$ cat src/rtl/chkdigit_sched.sv
// Round-robin scheduler sharing one streaming check-digit engine among NUM_REQ requesters.
// Define CHKDIGIT_SCHED_STATS_EN to add saturating response/error counters (stat_done, stat_err).
module chkdigit_sched #(
    parameter int NUM_REQ = 4,
    parameter int DIGITS  = 15,
    parameter int TIMEOUT = 4
) (
    input  logic                          clk,
    input  logic                          rst,
    input  logic [NUM_REQ-1:0]            req_valid,
    input  logic [NUM_REQ*4*DIGITS-1:0]   req_code,
    output logic [NUM_REQ-1:0]            req_ready,
    output logic [3:0]                    eng_in_num,
    output logic                          eng_in_valid,
    input  logic [3:0]                    eng_out,
    input  logic                          eng_out_valid,
    output logic                          resp_valid,
    input  logic                          resp_ready,
    output logic [$clog2(NUM_REQ)-1:0]    resp_id,
    output logic [3:0]                    resp_digit,
    output logic                          resp_err,
    output logic                          busy
`ifdef CHKDIGIT_SCHED_STATS_EN
    ,
    output logic [15:0]                   stat_done,
    output logic [15:0]                   stat_err
`endif
);

    localparam int IDW   = $clog2(NUM_REQ);
    localparam int CODEW = 4 * DIGITS;
    localparam int KW    = $clog2(DIGITS + 1);
    localparam int TW    = $clog2(TIMEOUT + 1);

    localparam logic [1:0] ST_IDLE   = 2'd0;
    localparam logic [1:0] ST_STREAM = 2'd1;
    localparam logic [1:0] ST_WAIT   = 2'd2;
    localparam logic [1:0] ST_RESP   = 2'd3;

    logic [1:0]       state_q, state_d;
    logic [IDW-1:0]   ptr_q, ptr_d;
    logic [IDW-1:0]   id_q, id_d;
    logic [CODEW-1:0] code_q, code_d;
    logic [KW-1:0]    k_q, k_d;
    logic [TW-1:0]    timer_q, timer_d;
    logic [3:0]       resp_digit_q, resp_digit_d;
    logic             resp_err_q, resp_err_d;

    logic             grant_found;
    logic [IDW-1:0]   grant_id;
    logic [IDW-1:0]   grant_next_ptr;

    // Circular search for the first valid requester at or after the RR pointer.
    always_comb begin
        int idx;
        grant_found = 1'b0;
        grant_id    = '0;
        idx         = 0;
        for (int off = 0; off < NUM_REQ; off++) begin
            idx = int'(ptr_q) + off;
            if (idx >= NUM_REQ) begin
                idx = idx - NUM_REQ;
            end
            if (!grant_found && req_valid[IDW'(idx)]) begin
                grant_found = 1'b1;
                grant_id    = IDW'(idx);
            end
        end
    end

    assign grant_next_ptr = (grant_id == IDW'(NUM_REQ - 1)) ? '0 : grant_id + 1'b1;

    // The latched code is shifted left each STREAM cycle so the top nibble is always digit k.
    always_comb begin
        state_d      = state_q;
        ptr_d        = ptr_q;
        id_d         = id_q;
        code_d       = code_q;
        k_d          = k_q;
        timer_d      = timer_q;
        resp_digit_d = resp_digit_q;
        resp_err_d   = resp_err_q;
        case (state_q)
            ST_IDLE: begin
                if (grant_found) begin
                    id_d    = grant_id;
                    code_d  = req_code[int'(grant_id)*CODEW +: CODEW];
                    ptr_d   = grant_next_ptr;
                    k_d     = '0;
                    state_d = ST_STREAM;
                end
            end
            ST_STREAM: begin
                code_d = code_q << 4;
                k_d    = k_q + 1'b1;
                if (k_q == KW'(DIGITS - 1)) begin
                    timer_d = '0;
                    state_d = ST_WAIT;
                end
            end
            ST_WAIT: begin
                timer_d = timer_q + 1'b1;
                if (eng_out_valid) begin
                    resp_digit_d = eng_out;
                    resp_err_d   = (eng_out == 4'hF);
                    state_d      = ST_RESP;
                end else if (timer_q == TW'(TIMEOUT - 1)) begin
                    resp_digit_d = 4'hF;
                    resp_err_d   = 1'b1;
                    state_d      = ST_RESP;
                end
            end
            ST_RESP: begin
                if (resp_ready) begin
                    state_d = ST_IDLE;
                end
            end
            default: begin
                state_d = ST_IDLE;
            end
        endcase
    end

    always_ff @(posedge clk or posedge rst) begin
        if (rst) begin
            state_q      <= ST_IDLE;
            ptr_q        <= '0;
            id_q         <= '0;
            code_q       <= '0;
            k_q          <= '0;
            timer_q      <= '0;
            resp_digit_q <= 4'd0;
            resp_err_q   <= 1'b0;
        end else begin
            state_q      <= state_d;
            ptr_q        <= ptr_d;
            id_q         <= id_d;
            code_q       <= code_d;
            k_q          <= k_d;
            timer_q      <= timer_d;
            resp_digit_q <= resp_digit_d;
            resp_err_q   <= resp_err_d;
        end
    end

    // req_ready is combinational from req_valid, so it is masked while reset is held.
    assign req_ready    = (state_q == ST_IDLE && grant_found && !rst)
                          ? ({{(NUM_REQ-1){1'b0}}, 1'b1} << grant_id) : '0;
    assign eng_in_valid = (state_q == ST_STREAM);
    assign eng_in_num   = (state_q == ST_STREAM) ? code_q[CODEW-1 -: 4] : 4'd0;
    assign resp_valid   = (state_q == ST_RESP);
    assign resp_id      = id_q;
    assign resp_digit   = resp_digit_q;
    assign resp_err     = resp_err_q;
    assign busy         = (state_q != ST_IDLE);

`ifdef CHKDIGIT_SCHED_STATS_EN
    logic [15:0] stat_done_q;
    logic [15:0] stat_err_q;

    always_ff @(posedge clk or posedge rst) begin
        if (rst) begin
            stat_done_q <= 16'd0;
            stat_err_q  <= 16'd0;
        end else if (state_q == ST_RESP && resp_ready) begin
            if (stat_done_q != 16'hFFFF) begin
                stat_done_q <= stat_done_q + 16'd1;
            end
            if (resp_err_q && stat_err_q != 16'hFFFF) begin
                stat_err_q <= stat_err_q + 16'd1;
            end
        end
    end

    assign stat_done = stat_done_q;
    assign stat_err  = stat_err_q;
`endif

endmodule

$ cat config.mk
export PLATFORM = sky130hd
export DESIGN_NAME = chkdigit_sched
export DESIGN_NICKNAME = d
export VERILOG_FILES = /design/src/rtl/chkdigit_sched.sv
export SDC_FILE = /design/constraint.sdc
export NUM_CORES = 1
export LEC_CHECK = 0
export CAP_MARGIN = 20
export CORE_MARGIN = 8
export CORE_UTILIZATION = 45
export CTS_CLUSTER_SIZE = 28
export DETAILED_ROUTE_END_ITERATION = 6
export PLACE_DENSITY_LB_ADDON = 0.1
export SETUP_SLACK_MARGIN = 0.4
export SLEW_MARGIN = 15
export SYNTH_ARGS = -nofsm -noshare
export SYNTH_HDL_FRONTEND = slang
export SYNTH_SLANG_ARGS = --single-unit
$ cat constraint.sdc
create_clock -name clk -period 3.9 [get_ports clk]
set_input_delay 0.975 -clock clk [delete_from_list [all_inputs] [get_ports clk]]
set_output_delay 0.975 -clock clk [all_outputs]
set_load 0.02 [all_outputs]
==> results of run 1 <==
==> routing by layer <==
| layer | GRT usage, % | wire length [um] | up-vias |
|---|---|---|---|
| met5 | 0 | 0 | - |
| met4 | 4.34 | 106 | 0 |
| met3 | 4.33 | 1110 | 8 |
| met2 | 37.0 | 9000 | 218 |
| met1 | 23.6 | 7030 | 2430 |
| li1 | - | - | 2488 |
==> worst max-delay path: stages <==
cell and delay [ps]:
dlygate4sd2_1 280, nor2b_2 180, nor2_1 100, nor2_1 50, or2_4 270, ha_1 170
and2_1 130, clkdlybuf4s15_2 250
==> final timing paths <==
kind | cells past startpoint | start | end | slack [ps]
worst min register to register | 1 | resp_id[0] | resp_id[0] | 480
worst min-delay path | 1 | resp_id[0] | resp_id[0] | 480
min in group asynchronous | 3 | rst | ptr_q[0] | 1110
max in group asynchronous | 3 | rst | code_q[41] | 2470
worst max register to register | 7 | state_q[1] | code_q[0] | 1260
worst max-delay path | 8 | req_valid[0] | req_ready[1] | 520
==> registers in the layout, summed over array words and instances (netlist names) <==
| register | cells |
|---|---|
| resp_err | 1 |
| code_q | 60 |
| timer_q | 3 |
| resp_id | 2 |
| resp_digit | 4 |
| k_q | 4 |
| ptr_q | 2 |
| state_q | 2 |
==> power groups by stage <==
stage / registers [mW] / clock network, mW / logic [mW]
floorplan: 1.45 / 0 / 2.48
global placement: 1.46 / 0 / 3.26
detailed placement: 1.48 / 0 / 3.38
CTS: 1.48 / 0.954 / 3.38
global route: 1.53 / 0.988 / 3.64
finish: 1.48 / 0.937 / 3.34
==> Yosys cell counts <==
master | number | share of area (%)
a21o_1 | 1 | 0.13
o22a_1 | 4 | 0.63
nor2_1 | 10 | 0.67
a32o_1 | 5 | 0.90
buf_2 | 11 | 0.98
o21ai_0 | 8 | 0.72
a21oi_1 | 3 | 0.27
nand2_1 | 22 | 1.5
clkbuf_1 | 19 | 1.3
and2_1 | 8 | 0.90
mux2i_1 | 176 | 32
ha_1 | 13 | 2.9
dfrtp_1 | 78 | 35
o21ai_1 | 1 | 0.089
nor2b_1 | 5 | 0.56
nand2b_1 | 1 | 0.11
nor3_1 | 1 | 0.089
nor4_1 | 1 | 0.11
or2_1 | 1 | 0.11
buf_1 | 5 | 0.34
buf_6 | 10 | 2.0
and3_1 | 56 | 6.3
a211oi_1 | 2 | 0.27
o21ai_2 | 2 | 0.31
nor2_4 | 1 | 0.20
mux2_2 | 3 | 0.60
a41oi_1 | 1 | 0.16
inv_2 | 2 | 0.13
a22o_1 | 2 | 0.31
inv_1 | 9 | 0.60
a221o_1 | 56 | 10
nand3_1 | 3 | 0.27
buf_4 | 1 | 0.13
==> stage by stage <==
stage	power, mW	cells	hold slack (ps)
after floorplan	3.93	521	450
final	5.75	941	481
after global placement	4.73	925	463
after detailed placement	4.85	925	476
after CTS	5.81	941	486
after global routing	6.15	941	508
==> cell families after synthesis <==
family | Yosys count
muxes | 179
adders and majority gates | 13
AOI/OAI and AO/OA | 85
buffers and inverters | 57
and+or+nand+nor | 109
DFF | 78
==> cell type report <==
type	count	area share, %
clock buffers	10	2.63
well taps	168	2.41
inverters	11	0.545
repair buffers	282	32.1
flip-flops and latches	78	22.4
multi-input cells	386	38.7
clock inverters	6	1.26
==> run_results.csv, run 1 <==
group,metric,value,unit
synthesis,synth_simple_gate_area_share,10.8,%
timing,final.min_clock_period,3380,ps
clocking,cts_resized,24,
final_layout,n_antenna_cell,0,
min_path,class_of_the_most_critical_hold_timing_path,"reg -> reg",
grt,grt-ovfl-total,0,
synthesis,synth_cells,521,
timing,final_max_slew_viol_count,0,
synthesis,postSynthRegisterBits,78,
final_layout,seq_area,1950,um2
final_layout,filler_cell_count,896,
drt,routed-via-count,5144,
floorplan,chipWidth,127,um
critical_path,worstSetupPathType,"in -> out",
floorplan,io_pins,270,
synthesis,synth_cell_types,33,
floorplan,core_area,12100,um2
drt,routed_wl,17200,um
clocking,numCtsBuffers,9,
floorplan,fp.dieH,127,um
drt,drt.antenna.violating_nets,0,
placed_design,detailed_place.area,8380,um2
placed_design,post_place_worst_slack,-105,ps
clocking,clock_path_buffers,2,
clocking,cts_tree,"yes",
timing,finalClockSkew,6.37,ps
timing,rsz0062_at_grt,"false",
critical_path,cp_data_arrival_time,2400,ps
grt,grt_start_max_net_pins,79,
grt,grt_pass1_wl,26900,um
clocking,h-tree-depth,3,
synthesis,synth-warning-count,0,
drt,drt_pre_antenna_iters,4,
placed_design,io_buffer_count,269,
pwr,power_frac_comb,58.0,%
clocking,post_cts.repair.setup_buffers,0,
drt,via_per_inst,5.47,
critical_path,timing.critical_path.fanout_max,4,
critical_path,worst_ep_required_time,2920,ps
timing,finalWorstSetupSlack,521,ps
pwr,cell_internal_pwr,3.59,mW
final_layout,mostFrequentLayoutCell,"clkdlybuf4s50_1",
clocking,cts-hold-fix-buffers,0,
run,timing.max_cap.violations,0,
synthesis,synth-adder-area-share,2.91,%
timing,setup-tns-final,0,ps
synthesis,multiplexer_area_fraction_after_synthesis,32.1,%
drt,drt-wirelength-per-cell,18.3,um
timing,relative_slew_slack,34.0,%
pwr,leakage,4.21,nW
pwr,worst_ir_drop_on_vdd,0.000384,V
synthesis,synth_compound_area_share,13.8,%
timing,finalCritPeriodShare,86.6,%
critical_path,category_of_the_worst_setup_path_capture_point,"output pin",
placed_design,place_hpwl,13400,um
grt,via_count_of_the_first_global_routing_pass,5436,
final_layout,layout_common_cells,"clkdlybuf4s50_1 (261), mux2i_1 (176), dfrtp_1 (78), and3_1 (56), a221o_1 (56)",
critical_path,start_kind,"input pin",
floorplan,fp.dieArea,16200,um2
pwr,switchingPower,2.16,mW
timing,final_hold_viol_count,0,
final_layout,multi_input_comb_area,3380,um2
drt,detail_route.drc_violations,0,
clocking,clk_latency,320,ps
synthesis,main_combinational_cell_family_by_area_after_synthesis,"multiplexers",
synthesis,avg_cell_area_syn,10.7,um2
grt,total_global_routing_track_utilization,20.2,%
pwr,p_seq_share,25.7,%
timing,final-setup-viol-count,0,
floorplan,row_count,40,
clocking,cts_sinks,78,
clocking,clockRootBuffer,"clkbuf_16",
pwr,sw_frac_of_total,37.6,%
final_layout,layout.nets,1033,
pwr,cellPowerDensity,659,nW/um2
final_layout,syn_to_final_growth,56.0,%
timing,worst_pin_slew,990,ps
pwr,power.share.clock,16.3,%
placed_design,place_congestion,0.885,
grt,number_of_antenna_violations_at_the_first_check_in_global_routing,0,
final_layout,fraction_of_layout_instances_using_a_drive_strength_above_1,6.34,%
synthesis,synth.yosys.seq_area_share,34.9,%
drt,drt_iter0_markers,222,
final_layout,finalInstanceArea,8720,um2
timing,max_freq,296,MHz
floorplan,floorplan.initialDensity,46.3,%
status,outcome,"finished clean",
synthesis,post_syn_area,5590,um2
final_layout,fin_util,72.3,%
synthesis,postSynthNetCount,786,
clocking,cts.reportedPaths.clkPinSlew,60,ps
synthesis,synth_xor_xnor_area_share,0,%
Note: power is estimated with default switching activity, not from simulation.
==> inputs of run 2 (changes only) <==
Settings changed: CTS_BUF_LIST set to sky130_fd_sc_hd__clkbuf_16.
==> run 2 against run 1 <==
- total power about the same
- core utilization unchanged
- worst setup slack improved by 6.8 ps
- largest power group unchanged
==> run_results.csv, run 2 (same netlist as run 1, synthesis figures left out) <==
group,metric,value,unit
status,outcome,"finished clean",
final_layout,layout.nets,1033,
clocking,clockRootBuffer,"clkbuf_16",
final_layout,fin_util,72.3,%
timing,finalClockSkew,5.26,ps
critical_path,critical-path-slowest-cell,"dlygate4sd2_1",
drt,drt_iter0_markers,222,
critical_path,timing.critical_path.fanout_max,4,
drt,detail_route.drc_violations,0,
grt,grt-ovfl-total,0,
drt,route.met3.wl,1100,um
floorplan,fp.dieArea,16200,um2
pwr,power.share.clock,16.2,%
floorplan,io_pins,270,
timing,finalWorstSetupSlack,527,ps
critical_path,cp_data_arrival_time,2400,ps
placed_design,post_place_worst_slack,-105,ps
grt,grt_pass1_wl,26900,um
run,timing.max_cap.violations,0,
grt,via_count_of_the_first_global_routing_pass,5436,
pwr,worst_ir_drop_on_vdd,0.000384,V
critical_path,path_cells,"dlygate4sd2_1 -> nor2b_2 -> nor2_1 -> nor2_1 -> or2_4 -> ha_1 -> and2_1 -> clkdlybuf4s15_2",
final_layout,fraction_of_layout_instances_using_a_drive_strength_above_1,6.34,%
final_layout,number_of_flip_flops_under_the_largest_register_name,60,
pwr,leakage,4.22,nW
final_layout,n_antenna_cell,0,
clocking,cts_sinks,78,
clocking,cts_tree,"yes",
drt,drt_pre_antenna_iters,4,
drt,drt-wirelength-per-cell,18.3,um
clocking,h-tree-depth,3,
timing,final_hold_viol_count,0,
floorplan,core_area,12100,um2
critical_path,cp_num_buf_inv,2,
timing,final-setup-viol-count,0,
grt,grt_start_max_net_pins,79,
critical_path,critical_path.top_delay_family,"simple AND/OR/NAND/NOR gates",
final_layout,finalInstanceArea,8720,um2
timing,max_freq,297,MHz
drt,met1Wirelength,7060,um
drt,drt.antenna.violating_nets,0,
floorplan,chipWidth,127,um
placed_design,detailed_place.area,8380,um2
critical_path,worst_ep_required_time,2920,ps
clocking,clock_path_buffers,2,
drt,topRoutingLayerUsed,"met4",
timing,worst_pin_slew,1010,ps
floorplan,fp.dieH,127,um
drt,met2_wirelength,8980,um
final_layout,layout_common_cells,"clkdlybuf4s50_1 (261), mux2i_1 (176), dfrtp_1 (78), and3_1 (56), a221o_1 (56)",
final_layout,count_of_placed_standard_cells_in_the_final_layout_fillers_left_out,941,
clocking,cts.reportedPaths.clkPinSlew,60,ps
critical_path,worstSetupPathType,"in -> out",
timing,final_max_slew_viol_count,0,
pwr,switchingPower,2.16,mW
clocking,numCtsBuffers,9,
timing,finalCritPeriodShare,86.5,%
final_layout,registers.top_by_ff_count,"code_q",
grt,total_global_routing_track_utilization,20.2,%
pwr,sw_frac_of_total,37.6,%
pwr,p_seq_share,25.7,%
timing,rsz0062_at_grt,"false",
timing,relative_slew_slack,33.0,%
pwr,power_frac_comb,58.1,%
clocking,clk_latency,320,ps
placed_design,io_buffer_count,269,
min_path,class_of_the_most_critical_hold_timing_path,"reg -> reg",
critical_path,start_kind,"input pin",
floorplan,floorplan.initialDensity,46.3,%
pwr,post-layout-total-power,5.74,mW
final_layout,mostFrequentLayoutCell,"clkdlybuf4s50_1",
grt,number_of_antenna_violations_at_the_first_check_in_global_routing,0,
pwr,cell_internal_pwr,3.59,mW
critical_path,path_common_cell,"nor2_1",
pwr,cellPowerDensity,659,nW/um2
critical_path,category_of_the_worst_setup_path_capture_point,"output pin",
drt,via_per_inst,5.42,
final_layout,syn_to_final_growth,56.0,%
drt,routed-via-count,5098,
placed_design,place_hpwl,13400,um
critical_path,crit_path_max_incr_delay,280,ps
drt,routed_wl,17200,um
timing,final.min_clock_period,3370,ps
placed_design,place_inst,925,
floorplan,row_count,40,
placed_design,place_congestion,0.885,
-- run 2: cell types whose count changed in the layout (fill, tap and decap cells not counted) --
cell | before | now
clkbuf_1 | 1 | 0
inv_1 | 8 | 9
-- run 2: metal layers --
layer	GRT usage (%)	vias to the layer above
li1	-	2486
met1	23.6	2415
met2	37.0	193
met3	4.33	4
met4	4.34	0
met5	0	-
-- run 2: per-stage QoR --
stage          hold WS (ps)  TNS [ps]
2_1_floorplan           450         0
3_3_place_gp            463         0
3_5_place_dp            476      -250
4_1_cts                 486         0
5_1_grt                 508         0
6_report                481         0
-- run 2: final cells by class --
| cell class | count | area, um2 |
|---|---|---|
| Clock buffer | 9 | 225 |
| Clock inverter | 7 | 114 |
| Fill cell | 896 | 3340 |
| Inverter | 11 | 47.5 |
| Multi-Input combinational cell | 386 | 3380 |
| Sequential cell | 78 | 1950 |
| Tap cell | 168 | 210 |
| Timing Repair Buffer | 282 | 2800 |
-- run 2: worst register-to-register path: cells and delay by family, from the launching register on --
kind	cells	cell delay, ps
AOI/OAI and AO/OA	2	410
and+or+nand+nor	1	500
adders and majority gates	1	230
buffers and inverters	3	1040
DFF	1	410
-- run 2: final timing paths --
kind,startpoint,end,slack [ps],depth (start not counted)
worst max-delay path,req_valid[0],req_ready[1],530,8
worst min-delay path,resp_id[0],resp_id[0],480,1
worst max register to register,state_q[1],code_q[0],1250,7
worst min register to register,resp_id[0],resp_id[0],480,1
max in group asynchronous,rst,code_q[41],2470,3
min in group asynchronous,rst,ptr_q[0],1110,3
-- run 2: timing repair --
| action | 4_1_cts | 5_1_grt |
|---|---|---|
| hold buffers | 0 | 0 |
| setup endpoints to repair | 4 | 0 |
| gates resized for setup | 24 | 0 |
| buffers inserted | 0 | 0 |
-- run 2: power groups by stage --
| stage | Combinational [mW] | Clock (mW) | Sequential, mW |
|---|---|---|---|
| finish | 3.34 | 0.933 | 1.47 |
| global route | 3.64 | 0.985 | 1.53 |
| CTS | 3.38 | 0.952 | 1.48 |
| detailed placement | 3.38 | 0 | 1.48 |
| global placement | 3.26 | 0 | 1.46 |
| floorplan | 2.48 | 0 | 1.45 |
==> inputs of run 3 (changes only) <==
Settings changed: ABC_AREA set to 1, CORE_UTILIZATION 45 to 50, SLEW_MARGIN 15 to not set.
==> run 3 against run 2 <==
- sequential cell count is the same
- core utilization is 0.38 points lower
- fmax up 0.32%
- critical path type unchanged
- largest power group unchanged
==> run_results.csv, run 3 <==
group,metric,value,unit
floorplan,floorplan.initialDensity,50.8,%
timing,final.min_clock_period,3360,ps
grt,grt-ovfl-total,0,
synthesis,postSynthNetCount,1523,
min_path,timing.hold.worst_endpoint,"code_q[49]",
final_layout,fin_util,71.9,%
pwr,worst_ir_drop_on_vdd,0.000757,V
placed_design,place_congestion,0.876,
final_layout,filler_cell_count,1255,
min_path,whs_path_depth,2,
synthesis,main_combinational_cell_family_by_area_after_synthesis,"simple AND/OR/NAND/NOR gates",
clocking,h-tree-depth,3,
final_layout,number_of_flip_flops_under_the_largest_register_name,60,
timing,final_max_slew_viol_count,0,
critical_path,category_of_the_worst_setup_path_capture_point,"output pin",
synthesis,synth-adder-area-share,2.23,%
synthesis,synth_cells,1258,
grt,grt_start_max_net_pins,113,
final_layout,count_of_placed_standard_cells_in_the_final_layout_fillers_left_out,1662,
final_layout,layout_common_cells,"nand2_1 (346), clkdlybuf4s50_1 (261), inv_1 (250), nand3_1 (183), nor2_1 (124)",
timing,rsz0062_at_grt,"false",
clocking,cts_sinks,78,
critical_path,cp_data_arrival_time,2390,ps
critical_path,critical-path-slowest-cell,"clkdlybuf4s15_1",
critical_path,regToRegStartpoint,"ptr_q[0]",
pwr,p_seq_share,15.5,%
drt,drt.antenna.violating_nets,0,
critical_path,timing.critical_path.fanout_max,4,
critical_path,path_cells,"clkdlybuf4s15_1 -> inv_2 -> nand2_2 -> nand3_2 -> nand2_4 -> nor2_4 -> buf_6 -> nand3_4 -> nand3_4 -> inv_2 -> ha_2 -> inv_1 -> nor2_1 -> buf_4",
synthesis,synth.top_cells.by_count,"nand2_1 (358), inv_1 (256), nand3_1 (188)",
critical_path,r2r_setup_slack,830,ps
pwr,leakage,5.69,nW
final_layout,multi_input_comb_area,3970,um2
final_layout,fraction_of_layout_instances_using_a_drive_strength_above_1,5.68,%
drt,routed_wl,24200,um
synthesis,postSynthRegisterBits,78,
synthesis,synth_xor_xnor_area_share,0.120,%
critical_path,ff2ff_path_depth,16,
synthesis,synth_largest_type_area_fraction,26.8,%
pwr,cellPowerDensity,942,nW/um2
final_layout,n_antenna_cell,0,
clocking,clockRootBuffer,"clkbuf_16",
floorplan,chipWidth,137,um
synthesis,avg_cell_area_syn,5.80,um2
run,timing.max_cap.violations,0,
pwr,sw_frac_of_total,55.9,%
final_layout,registers.top_by_ff_count,"code_q",
clocking,cts.reportedPaths.clkPinSlew,60,ps
final_layout,layout.nets,1738,
drt,via_per_inst,5.15,
timing,relative_slew_slack,35.0,%
synthesis,synth-warning-count,0,
placed_design,io_buffer_count,269,
synthesis,synth_compound_area_share,2.11,%
final_layout,seq_area,1950,um2
clocking,cts_tree,"yes",
pwr,cell_internal_pwr,4.29,mW
final_layout,finalInstanceArea,10300,um2
drt,routed-via-count,8554,
grt,total_global_routing_track_utilization,25.1,%
clocking,clk_latency,340,ps
floorplan,fp.dieArea,18700,um2
final_layout,mostFrequentLayoutCell,"nand2_1",
grt,grt_pass1_wl,38600,um
floorplan,fp.dieH,137,um
floorplan,core_area,14400,um2
synthesis,synth_area_leader_cell,"dfrtp_1",
min_path,class_of_the_most_critical_hold_timing_path,"reg -> reg",
timing,final_hold_viol_count,0,
floorplan,io_pins,270,
synthesis,multiplexer_area_fraction_after_synthesis,0,%
critical_path,start_kind,"input pin",
placed_design,place_inst,1643,
drt,drt-wirelength-per-cell,14.6,um
synthesis,synth_simple_gate_area_share,48.6,%
pwr,switchingPower,5.45,mW
drt,detail_route.drc_violations,0,
placed_design,place_hpwl,16800,um
synthesis,synth_edf_count,0,
clocking,clock_path_buffers,2,
synthesis,post_syn_area,7300,um2
pwr,power.share.clock,8.4,%
critical_path,worstSetupPathType,"in -> out",
timing,max_freq,297,MHz
status,outcome,"finished clean",
timing,finalClockSkew,7.47,ps
grt,number_of_antenna_violations_at_the_first_check_in_global_routing,0,
synthesis,synth-async-reset-ratio,100,%
grt,via_count_of_the_first_global_routing_pass,7814,
critical_path,worst_ep_required_time,2920,ps
final_layout,syn_to_final_growth,41.7,%
timing,worst_pin_slew,976,ps
drt,drt_iter0_markers,527,
synthesis,synth.yosys.seq_area_share,26.8,%
clocking,numCtsBuffers,9,
critical_path,rr_endpoint,"code_q[58]",
timing,finalCritPeriodShare,86.2,%
min_path,worstHoldStart,"code_q[49]",
timing,final-setup-viol-count,0,
synthesis,synth-main-ff-cell,"dfrtp_1",
synthesis,synth_cell_types,30,
placed_design,detailed_place.area,9920,um2
pwr,power_frac_comb,76.1,%
critical_path,crit_path_max_incr_delay,190,ps
synthesis,synth.area.top_cells,"dfrtp_1 (27%), nand2_1 (18%), inv_1 (13%)",
floorplan,row_count,44,
synthesis,most_frequent_cell_after_synthesis,"nand2_1",
drt,drt_pre_antenna_iters,5,
-- run 3: changes by cell type after synthesis, sizes merged, moves of 114 or more --
cell,delta
nand2,+340
inv,+249
nand3,+188
mux2i,-176
nand4,+114
nor2,+114
-- run 3: worst max path at each step --
stage	to	slack [ps]	from	cells past startpoint
floorplan	req_ready[0]	420	rst	3
global placement	req_ready[3]	-180	req_valid[3]	14
detailed placement	req_ready[1]	-250	req_valid[1]	14
CTS	req_ready[1]	480	req_valid[1]	14
global route	req_ready[2]	400	req_valid[2]	14
finish	req_ready[1]	540	req_valid[2]	14
-- run 3: routing by layer --
layer / up-vias / wire, um / track usage, %
met5: - / 0 / 0
met4: 0 / 350 / 6.40
met3: 20 / 2100 / 4.99
met2: 302 / 11500 / 40.3
met1: 3888 / 10300 / 33.7
li1: 4344 / - / -
-- run 3: logic make-up (layout without fill, tap and decap cells) --
| group | Yosys count | count (layout) |
|---|---|---|
| AOI/OAI and AO/OA | 25 | 25 |
| buffers and inverters | 348 | 568 |
| DFF | 78 | 78 |
| adders and majority gates | 13 | 13 |
| xor gates and xnor gates | 1 | 1 |
| and+or+nand+nor | 793 | 793 |
-- run 3: repair_timing --
action                     in CTS  in global routing
pin swaps                       5                  4
gates resized for setup        40                 17
hold buffers                    0                  0
setup endpoints to repair      44                 42
setup buffers                   0                  1
-- run 3: power groups by stage --
stage               clock network (mW)  logic (mW)  registers, mW
finish                           0.820        7.41           1.51
global route                     0.866        8.44           1.55
CTS                              0.835        7.31           1.50
detailed placement                   0        7.26           1.50
global placement                     0        7.13           1.50
floorplan                            0        5.69           1.48
-- run 3: final cells by class --
class                      count  share of cell area, %
tap                          184                   2.23
clock inverter                 7                  0.617
clock buffer                   9                   2.18
timing repair buffer         291                   28.1
multi-input combinational    832                   38.4
sequential                    78                   18.9
inverter                     261                   9.56
-- run 3: per-stage QoR --
step	total power, mW	hold WS (ps)	setup slack [ps]	setup TNS, ps
final	9.74	482	538	0
after global routing	10.9	497	397	0
after global placement	8.63	457	-176	-1160
after detailed placement	8.76	465	-252	-4840
after floorplan	7.17	449	424	0
after CTS	9.65	483	481	0
-- run 3: critical path: cells and delay by family --
kind	cells	cell delay, ps
fa+ha+maj	1	170
simple gates	7	610
buf+inv	6	630
